<file path="src/rtl/svsg_pkg.sv">
// Shared definitions for the four-digit seven-segment scanner: segment
// patterns (bit7=a .. bit1=g, bit0=dp, active-high), converter state type,
// value limits and the BCD-to-segment decode helper.
package svsg_pkg;

    localparam int BIN_W = 14;
    localparam int NDIG  = 4;

    localparam logic [BIN_W-1:0] MAX_VAL = 14'd9999;

    localparam logic [7:0] SEG_0     = 8'hFC;
    localparam logic [7:0] SEG_1     = 8'h60;
    localparam logic [7:0] SEG_2     = 8'hDA;
    localparam logic [7:0] SEG_3     = 8'hF2;
    localparam logic [7:0] SEG_4     = 8'h66;
    localparam logic [7:0] SEG_5     = 8'hB6;
    localparam logic [7:0] SEG_6     = 8'hBE;
    localparam logic [7:0] SEG_7     = 8'hE0;
    localparam logic [7:0] SEG_8     = 8'hFE;
    localparam logic [7:0] SEG_9     = 8'hF6;
    localparam logic [7:0] SEG_BLANK = 8'h00;

    typedef enum logic {
        IDLE = 1'b0,
        CONV = 1'b1
    } conv_state_t;

    // Map one BCD digit to its segment pattern; non-decimal codes go dark.
    function automatic logic [7:0] segDecode(input logic [3:0] d);
        case (d)
            4'd0:    segDecode = SEG_0;
            4'd1:    segDecode = SEG_1;
            4'd2:    segDecode = SEG_2;
            4'd3:    segDecode = SEG_3;
            4'd4:    segDecode = SEG_4;
            4'd5:    segDecode = SEG_5;
            4'd6:    segDecode = SEG_6;
            4'd7:    segDecode = SEG_7;
            4'd8:    segDecode = SEG_8;
            4'd9:    segDecode = SEG_9;
            default: segDecode = SEG_BLANK;
        endcase
    endfunction

endpackage

</file>
<file path="src/rtl/svsg_dd_conv.sv">
// Sequential double-dabble converter: one add-3/shift iteration per clock,
// BIN_W iterations per conversion. The visible BCD result only changes once
// a conversion completes, so the display never sees partial sums. A start
// pulse always (re)loads, so the most recent value wins.
module svsg_dd_conv
    import svsg_pkg::*;
(
    input  logic                 clk,
    input  logic                 reset,
    input  logic                 i_start,
    input  logic [BIN_W-1:0]     i_bin,
    output logic                 o_busy,
    output logic [4*NDIG-1:0]    o_bcd
);

    localparam logic [3:0] LAST_ITER = 4'(BIN_W - 1);

    conv_state_t           r_state;
    logic [3:0]            r_iter;
    logic [BIN_W-1:0]      r_bin;
    logic [4*NDIG-1:0]     r_acc;
    logic [4*NDIG-1:0]     r_bcd;
    logic                  r_busy;
    logic [4*NDIG-1:0]     w_adj;
    logic [4*NDIG-1:0]     w_accNext;

    // Add 3 to every accumulator nibble that is 5 or more before the shift.
    always_comb begin
        w_adj = r_acc;
        for (int i = 0; i < NDIG; i++) begin
            if (r_acc[4*i +: 4] >= 4'd5) begin
                w_adj[4*i +: 4] = r_acc[4*i +: 4] + 4'd3;
            end
        end
    end

    assign w_accNext = {w_adj[4*NDIG-2:0], r_bin[BIN_W-1]};

    // Converter FSM: load on start, iterate in CONV, publish result on the last step.
    always_ff @(posedge clk) begin
        if (reset) begin
            r_state <= IDLE;
            r_iter  <= 4'd0;
            r_bin   <= '0;
            r_acc   <= '0;
            r_bcd   <= '0;
            r_busy  <= 1'b0;
        end else if (i_start) begin
            r_state <= CONV;
            r_iter  <= 4'd0;
            r_bin   <= i_bin;
            r_acc   <= '0;
            r_busy  <= 1'b1;
        end else if (r_state == CONV) begin
            r_acc  <= w_accNext;
            r_bin  <= {r_bin[BIN_W-2:0], 1'b0};
            r_iter <= r_iter + 4'd1;
            if (r_iter == LAST_ITER) begin
                r_bcd   <= w_accNext;
                r_busy  <= 1'b0;
                r_state <= IDLE;
            end
        end
    end

    assign o_busy = r_busy;
    assign o_bcd  = r_bcd;

endmodule

</file>
<file path="src/rtl/svsg_scan4_wb.sv">
// Wishbone-slave four-digit multiplexed seven-segment driver. Firmware
// writes a binary value (clamped to 9999) at BASE and an enable bit at
// BASE+4; a double-dabble converter produces BCD digits which a refresh
// scanner shows one at a time with one-hot digit enables.
// Optional build macro SVSG_LZ_BLANK_EN enables leading-zero blanking.
module svsg_scan4_wb
    import svsg_pkg::*;
#(
    parameter logic [31:0] BASE        = 32'h3000_0010,
    parameter logic [15:0] REFRESH_DIV = 16'd50000
) (
    input  logic        clk,
    input  logic        reset,
    input  logic        wbs_stb_i,
    input  logic        wbs_cyc_i,
    input  logic        wbs_we_i,
    input  logic [3:0]  wbs_sel_i,
    input  logic [31:0] wbs_dat_i,
    input  logic [31:0] wbs_adr_i,
    output logic        wbs_ack_o,
    output logic [31:0] wbs_dat_o,
    output logic [7:0]  svsg,
    output logic [3:0]  dig_en,
    output logic [11:0] io_oeb
);

    logic                r_ack;
    logic [31:0]         r_dat;
    logic [BIN_W-1:0]    r_value;
    logic                r_ovf;
    logic                r_en;
    logic [15:0]         r_cnt;
    logic [1:0]          r_idx;
    logic [7:0]          r_svsg;
    logic [3:0]          r_digEn;

    logic                w_selValue;
    logic                w_selCtrl;
    logic                w_accept;
    logic                w_wrValue;
    logic                w_wrCtrl;
    logic [BIN_W-1:0]    w_binIn;
    logic                w_over;
    logic [BIN_W-1:0]    w_binClamped;
    logic                w_busy;
    logic [4*NDIG-1:0]   w_bcd;
    logic [3:0]          w_digit;
    logic [7:0]          w_seg;
    logic                w_unused;

    assign w_selValue   = (wbs_adr_i == BASE);
    assign w_selCtrl    = (wbs_adr_i == BASE + 32'd4);
    assign w_accept     = wbs_cyc_i & wbs_stb_i & (w_selValue | w_selCtrl) & ~r_ack;
    assign w_wrValue    = w_accept & wbs_we_i & w_selValue;
    assign w_wrCtrl     = w_accept & wbs_we_i & w_selCtrl;
    assign w_binIn      = wbs_dat_i[BIN_W-1:0];
    assign w_over       = (w_binIn > MAX_VAL);
    assign w_binClamped = w_over ? MAX_VAL : w_binIn;

    assign w_unused = &{1'b0, wbs_sel_i, wbs_dat_i[31:BIN_W]};

    svsg_dd_conv u_conv (
        .clk     (clk),
        .reset   (reset),
        .i_start (w_wrValue),
        .i_bin   (w_binClamped),
        .o_busy  (w_busy),
        .o_bcd   (w_bcd)
    );

    // Bus side: single-cycle ack, registered read data, VALUE/CTRL registers.
    always_ff @(posedge clk) begin
        if (reset) begin
            r_ack   <= 1'b0;
            r_dat   <= 32'd0;
            r_value <= '0;
            r_ovf   <= 1'b0;
            r_en    <= 1'b1;
        end else begin
            r_ack <= w_accept;
            if (w_accept && !wbs_we_i) begin
                r_dat <= w_selValue ? {18'b0, r_value} : {29'b0, r_ovf, w_busy, r_en};
            end
            if (w_wrValue) begin
                r_value <= w_binClamped;
                r_ovf   <= w_over;
            end
            if (w_wrCtrl) begin
                r_en <= wbs_dat_i[0];
            end
        end
    end

    // Refresh timer: hold each digit REFRESH_DIV cycles, then step to the next.
    always_ff @(posedge clk) begin
        if (reset) begin
            r_cnt <= 16'd0;
            r_idx <= 2'd0;
        end else if (r_cnt == REFRESH_DIV - 16'd1) begin
            r_cnt <= 16'd0;
            r_idx <= r_idx + 2'd1;
        end else begin
            r_cnt <= r_cnt + 16'd1;
        end
    end

    assign w_digit = w_bcd[{r_idx, 2'b00} +: 4];

`ifdef SVSG_LZ_BLANK_EN
    logic w_lzBlank;
    assign w_lzBlank = (r_idx != 2'd0) && ((w_bcd >> {r_idx, 2'b00}) == '0);
    assign w_seg     = w_lzBlank ? SEG_BLANK : segDecode(w_digit);
`else
    assign w_seg = segDecode(w_digit);
`endif

    // Pad drivers: one cycle behind the scan index, dark when disabled.
    always_ff @(posedge clk) begin
        if (reset) begin
            r_svsg  <= 8'h00;
            r_digEn <= 4'b0000;
        end else begin
            r_digEn <= r_en ? (4'b0001 << r_idx) : 4'b0000;
            r_svsg  <= r_en ? w_seg : SEG_BLANK;
        end
    end

    assign wbs_ack_o = r_ack;
    assign wbs_dat_o = r_dat;
    assign svsg      = r_svsg;
    assign dig_en    = r_digEn;
    assign io_oeb    = 12'h000;

endmodule

</file>
<file path="config.mk">
export PLATFORM = sky130hd
export DESIGN_NAME = svsg_scan4_wb
export DESIGN_NICKNAME = d
export VERILOG_FILES = /design/src/rtl/svsg_pkg.sv /design/src/rtl/svsg_dd_conv.sv /design/src/rtl/svsg_scan4_wb.sv
export SDC_FILE = /design/constraint.sdc
export NUM_CORES = 1
export LEC_CHECK = 0
export ABC_CLOCK_PERIOD_IN_PS = 2730
export BUFFER_PORTS_ARGS = -buffer_cell sky130_fd_sc_hd__buf_4
export CAP_MARGIN = 20
export CORE_UTILIZATION = 40
export DETAILED_ROUTE_END_ITERATION = 10
export PLACE_DENSITY_LB_ADDON = 0.3
export SYNTH_ARGS = -nofsm -noshare
export SYNTH_HDL_FRONTEND = slang
export SYNTH_SLANG_ARGS = --single-unit
</file>
<file path="constraint.sdc">
create_clock -name clk -period 2.73 [get_ports clk]
set_input_delay 0.4095 -clock clk [delete_from_list [all_inputs] [get_ports clk]]
set_output_delay 0.4095 -clock clk [all_outputs]
set_load 0.1 [all_outputs]
</file>
After elaboration in Yosys (flattened, before gate mapping)
Memories as Yosys holds them, arrays and structs flattened. A register that Yosys moved wholly into a read port is not among the register bits.
Cells that the tools add are included.

operators by class
  add/subtract/negate cells = 7
  $lt $le $gt $ge = 5
  eq/ne operators = 4
  shift-type cells = 2
  mux-type cells = 14
  bitwise logic cells = 10
  reductions and logical operators = 9

operators by type and width
  cell                   count
  $eq 32x30->1 const B   2
  $mux 14                4
  $add 16x1->16 const B  1
  $eq 16x16->1 const B   1
  $ge 4x3->1 const B     4
  $shiftx 16x5->4        1
  $gt 14x14->1 const B   1
  $add 4x2->4 const B    3
  $mux 4                 3
  $and 1x1->1            6
  $mux 1                 6
  $reduce_or 2->1        3
  $add 4x1->4 const B    1
  $eq 4x4->1 const B     1
  $reduce_bool 2->1      2
  $shl 1x2->4 const A    1
  $add 3x2->3 const B    1
  $mux 3                 1
  $not 1->1              3
  $reduce_and 3->1       1
  $add 2x1->2 const B    1
  $reduce_and 2->1       1
  $logic_and 1x1->1      1
  $logic_not 1->1        1
  $or 1x1->1             1

storage, ports and cells
  register bits = 131
  ROM bits = 112
  bits of input ports = 73
  word-level logic and storage cells = 67
  memories = 1

memory list
  memory            depth  width  rd ports  clocked after Yosys merged registers in  write ports  line            RTL
  (name not given)  16     7      1         1                                        0            svsg_pkg.sv:30  case (d)

Longest topological paths before layout
  depth after elaboration = 8
  depth in mapped cells = 8
  gate-level depth less buffers = 7

Cells and area by module
A second synthesis with hierarchy kept.

unflattened totals
  cells, all modules = 648
  area total of the unflattened synthesis = 5704.2 um^2

by module, submodules not included
  module         times used  cells an instance  area each (um^2)
  svsg_scan4_wb  1           375                3250.6
  svsg_dd_conv   1           273                2453.6

Worst setup path after synthesis
No wires, ideal clock.

  path type = register to register
  from = reg r_ack, in the netlist wbs_ack_o
  to = reg u_conv.r_bin[12]
  setup time = 0.067 ns
  arrival time = 2.296 ns
  setup slack = 0.367 ns
  cell stages (with the launch flop) = 7
  path buffers = 1
  clock period less this slack = 2.363 ns
  path through = dfxtp_1 -> nor4_4 -> nand4_2 -> or4_1 -> buf_2 -> or3b_4 -> a21oi_2

between the ends
  cells in the longest elaborated chain, start to end = 5
  elaborated cells on any way between the ends = 6
  classes of those cells = mux (1); bitwise (4); reduce/logical (1)

ends and longest elaborated chain
  what                                          line                 RTL
  from (decl)                                   svsg_scan4_wb.sv:27  logic r_ack;
  from (signal assigned)                        svsg_scan4_wb.sv:80  r_ack <= w_accept;
  $not 1->1 (*)                                 svsg_scan4_wb.sv:53  assign w_accept = wbs_cyc_i & wbs_stb_i & (w_selValue | w_selCtrl) & ~r_ack;
  $and 1x1->1 (*)                               svsg_scan4_wb.sv:53
  $and 1x1->1 (*) (2 in a row)                  svsg_scan4_wb.sv:54  assign w_wrValue = w_accept & wbs_we_i & w_selValue;
  $mux 14 or $reduce_bool 2->1 (tied branches)  n/a
  to (signal assigned)                          svsg_dd_conv.sv:51   r_bin <= i_bin;
  to (signal assigned)                          svsg_dd_conv.sv:56   r_bin <= {r_bin[BIN_W-2:0], 1'b0};
  to (decl)                                     svsg_dd_conv.sv:20   logic [BIN_W-1:0] r_bin;

Mark *: on every way between the ends. The rest lies on a longest branch, timed or not.
A chain may end at the register's enable or synchronous reset.

Worst setup path in the final report
  from = reg r_idx[0]
  to = reg r_svsg[4], in the netlist svsg[4]

between the ends
  cells in the longest elaborated chain, start to end = 1

ends and longest elaborated chain
  what                    line                  RTL
  from (decl)             svsg_scan4_wb.sv:33   logic [1:0] r_idx;
  from (signal assigned)  svsg_scan4_wb.sv:101  r_idx <= r_idx + 2'd1;
  $shiftx 16x5->4         svsg_scan4_wb.sv:107  assign w_digit = w_bcd[{r_idx, 2'b00} +: 4];
  to (decl)               svsg_scan4_wb.sv:34   logic [7:0] r_svsg;

No other way between the ends.

==> flow_summary.toml <==
[hold_path]
holdCritPathClass = "primary input to flip-flop"
hold_end = "u_conv.r_bin[5]"
hold_depth = 2
min-delay-start = "wbs_dat_i[5]"

[synthesis]
synth_xor_area_share_pct = 3.72
synthCells = 557
yosys_warnings = 0
yosys.area_share.simple_pct = 19.3
synth.distinct_cells = 49
async_flop_share_pct = 0
synth_top_family_by_area = "simple AND/OR/NAND/NOR gates"
yosys_register_bits = 112
syn_area_per_cell_um2 = 9.30
ys.flop_type = "dfxtp_1"
syn_area_mm2 = 0.00518
synth_compound_area_share_pct = 13.0
synth_edf_count = 0
synth_fa_ha_area_share_pct = 4.11
synthMuxAreaShare_pct = 8.46
seq_area_frac_synth_pct = 43.3

[sta]
tightestPinTransition_ps = 679
layout_min_cycle_time_ps = 2100
hold_viol_final = 0
fin_setup_tns_ps = 0
maxSlewViolCount = 0
finalCritPeriodShare_pct = 76.9
setup_viol = 0
rsz0062_at_grt = "false"
relSlewSlack_pct = 54.6
skew_ps = 9.14
clock.fmax_ghz = 0.476
setup_ws_ps = 631

[worst_setup_path]
timing.rr.end = "svsg[4]"
reg2reg_from = "r_idx[0]"
critical_path_class = "flip-flop to flip-flop"
required_ps = 2970
rrSetupSlack_ps = 630
worstPathArrival_ps = 2340
cp-start-kind = "flip-flop"
end_kind = "flip-flop"
ff2ff_path_depth = 6
cp_max_fo = 8

[routing]
wl_per_cell_um = 13.3
first_pass_iters = 4
post_drt_via_cell_ratio = 5.07
drt_iter0_drc = 210
vias = 4052
drc = 0
routed_wl_um = 10600
ant_nets = 0

[floorplanning]
dieArea_mm2 = 0.0134
die_y_um = 116
core_mm2 = 0.0126
std_cell_rows = 41
dieWidth_um = 116
start_util_pct = 41.0
pin_count = 130

[pwr]
clkPwrFrac_pct = 39.9
vdd_ir_drop_max_mv = 0.298
p_switching_w = 0.000886
power_w = 0.00334
power.density_mw_per_mm2 = 547
p_leak_nw = 2.31
internal_power_w = 0.00246
power.share.switching_pct = 26.5
combinationalPowerShare_pct = 10.8
p_seq_share_pct = 49.3

[clocking]
cts-resized-gates = 0
cts.sinks = 112
cts_buffers = 9
cts_tree = "built"
clock_latency_ps = 350
post_cts_buffers = 0
htree_num_levels = 3
root_buffer = "clkbuf_16"
clock_path_buffers = 2
clkTransAtPathRegs_ps = 70
postCtsHoldBufs = 0

[final_layout]
area_growth_pct = 18.1
diodes = 0
fillCellCount = 1213
layout.nets = 712
drive_gt1_share_pct = 19.8
finalNonFillerCells = 799

[global_route]
grt_pass1_vias = 3863
grt_start_max_net_pins = 51
track_usage_pct = 16.3
antenna_found_initial = 0
overflow = 0
grt_pass1_wl_um = 17200

[outcome]
status = "complete, no violations"

[run]
maxCapViolCount = 0

[placed_design]
placed_cells = 783
pre_cts_slack_ps = 273
dp.final_hpwl_um = 7750
gp_congestion = 0.763
port_buffers = 76
## kinds of logic (layout without fill, tap and decap cells)
kind of cell,after synthesis,in the layout
simple gates,180,180
flops,112,112
compound gates,109,109
buf+inv,78,118
mux,38,38
xor+xnor,22,22
fa+ha+maj,17,17
other cells,1,31
## power by group through the flow
stage | clock (W) | combinational [W] | sequential [W]
floorplan | 0 | 0.000266 | 0.00172
detailed placement | 0 | 0.000363 | 0.00168
global placement | 0 | 0.000361 | 0.00168
CTS | 0.00137 | 0.000363 | 0.00165
global route | 0.00145 | 0.000378 | 0.00165
finish | 0.00133 | 0.000362 | 0.00165
## cells in the final DEF, fill, tap and decap left out, drive strengths merged, types with 5 or more instances in the layout
cell	count
a22o	15
xor2	12
nand2	29
buf	85
and3	7
dfxtp	112
nor3b	9
nand4	6
inv	19
a21oi	48
a211oi	18
nand3	22
clkbuf	11
xnor2	10
ha	17
o21ai	21
mux2i	28
conb	31
nor4	11
nand2b	5
nor3	19
nor2	53
mux2	6
## synthesized netlist by cell type (2+ instances only)
| cell | instances | area [µm²] |
|---|---|---|
| nor4_2 | 2 | 25.0 |
| nor4_1 | 7 | 43.8 |
| mux2i_1 | 28 | 280 |
| or3_1 | 2 | 12.5 |
| nor4_4 | 2 | 42.5 |
| nor3b_1 | 8 | 60.1 |
| nand3b_1 | 2 | 15.0 |
| or4_1 | 3 | 22.5 |
| dfxtp_1 | 112 | 2240 |
| buf_2 | 7 | 35.0 |
| o2bb2ai_1 | 4 | 35.0 |
| mux2_2 | 6 | 67.6 |
| a22o_1 | 15 | 131 |
| buf_1 | 2 | 7.51 |
| o21ai_0 | 20 | 100 |
| clkbuf_1 | 21 | 78.8 |
| inv_1 | 17 | 63.8 |
| a211oi_1 | 18 | 135 |
| nor2_1 | 53 | 199 |
| buf_4 | 31 | 233 |
| and4_1 | 3 | 26.3 |
| nor3_1 | 19 | 95.1 |
| mux4_2 | 4 | 90.1 |
| xor2_1 | 12 | 105 |
| nand2_1 | 29 | 109 |
| ha_1 | 17 | 213 |
| and3_1 | 7 | 43.8 |
| xnor2_1 | 10 | 87.6 |
| a21oi_1 | 47 | 235 |
| nand4_1 | 4 | 25.0 |
| nand2b_1 | 5 | 31.3 |
| nand4_2 | 2 | 25.0 |
| nand3_1 | 22 | 110 |
## flip-flops by register name (all words and copies together) (netlist names), 2 cells and up
name           flops
wbs_dat_o         14
r_value           14
u_conv.r_acc      16
u_conv.o_bcd      16
u_conv.r_iter      4
r_idx              2
r_cnt             16
svsg               7
u_conv.r_bin      14
dig_en             4
## stage by stage
step / utilization (%) / hold slack (ps) / instance area (µm²)
2_1_floorplan: - / 426 / 5290
3_3_place_gp: 46.0 / 438 / 5810
3_5_place_dp: 46.0 / 446 / 5810
4_1_cts: 48.5 / 280 / 6110
5_1_grt: 48.5 / 301 / 6110
6_report: 48.5 / 291 / 6110
## cell type report
cell class              instances  area [µm²]  share of cell area (%)
repair buffers                 85         651                    10.6
clock buffers                  11         243                    3.97
inverters                      17        63.8                    1.04
flip-flops and latches        112        2240                    36.7
multi-input cells             397        2640                    43.1
clock inverters                 5        61.3                    1.00
well taps                     172         215                    3.52
## layer usage
| layer | track usage, % | vias up | wire [µm] |
|---|---|---|---|
| li1 | - | 2039 | - |
| met5 | 0 | - | 0 |
| met1 | 18.3 | 1883 | 4620 |
| met4 | 7.69 | 0 | 221 |
| met2 | 29.5 | 115 | 5250 |
| met3 | 3.19 | 15 | 548 |
## worst max path at each step
stage / startpoint / to / slack (ps)
CTS: r_idx[0] / svsg[4] / 610
finish: r_idx[0] / svsg[4] / 630
detailed placement: wbs_adr_i[1] / u_conv.r_bin[12] / 270
global route: r_idx[0] / svsg[4] / 480
global placement: wbs_adr_i[1] / u_conv.r_bin[12] / 310
floorplan: wbs_ack_o / u_conv.r_bin[12] / 370
## critical path, cell delays in order, from the launching register on
cell      delay, ps
dfxtp_1         570
mux4_2          620
inv_1           180
ha_1            270
nand2b_1        150
a21oi_1         140
nor2_1           60
(Power assumes the default switching activity.)
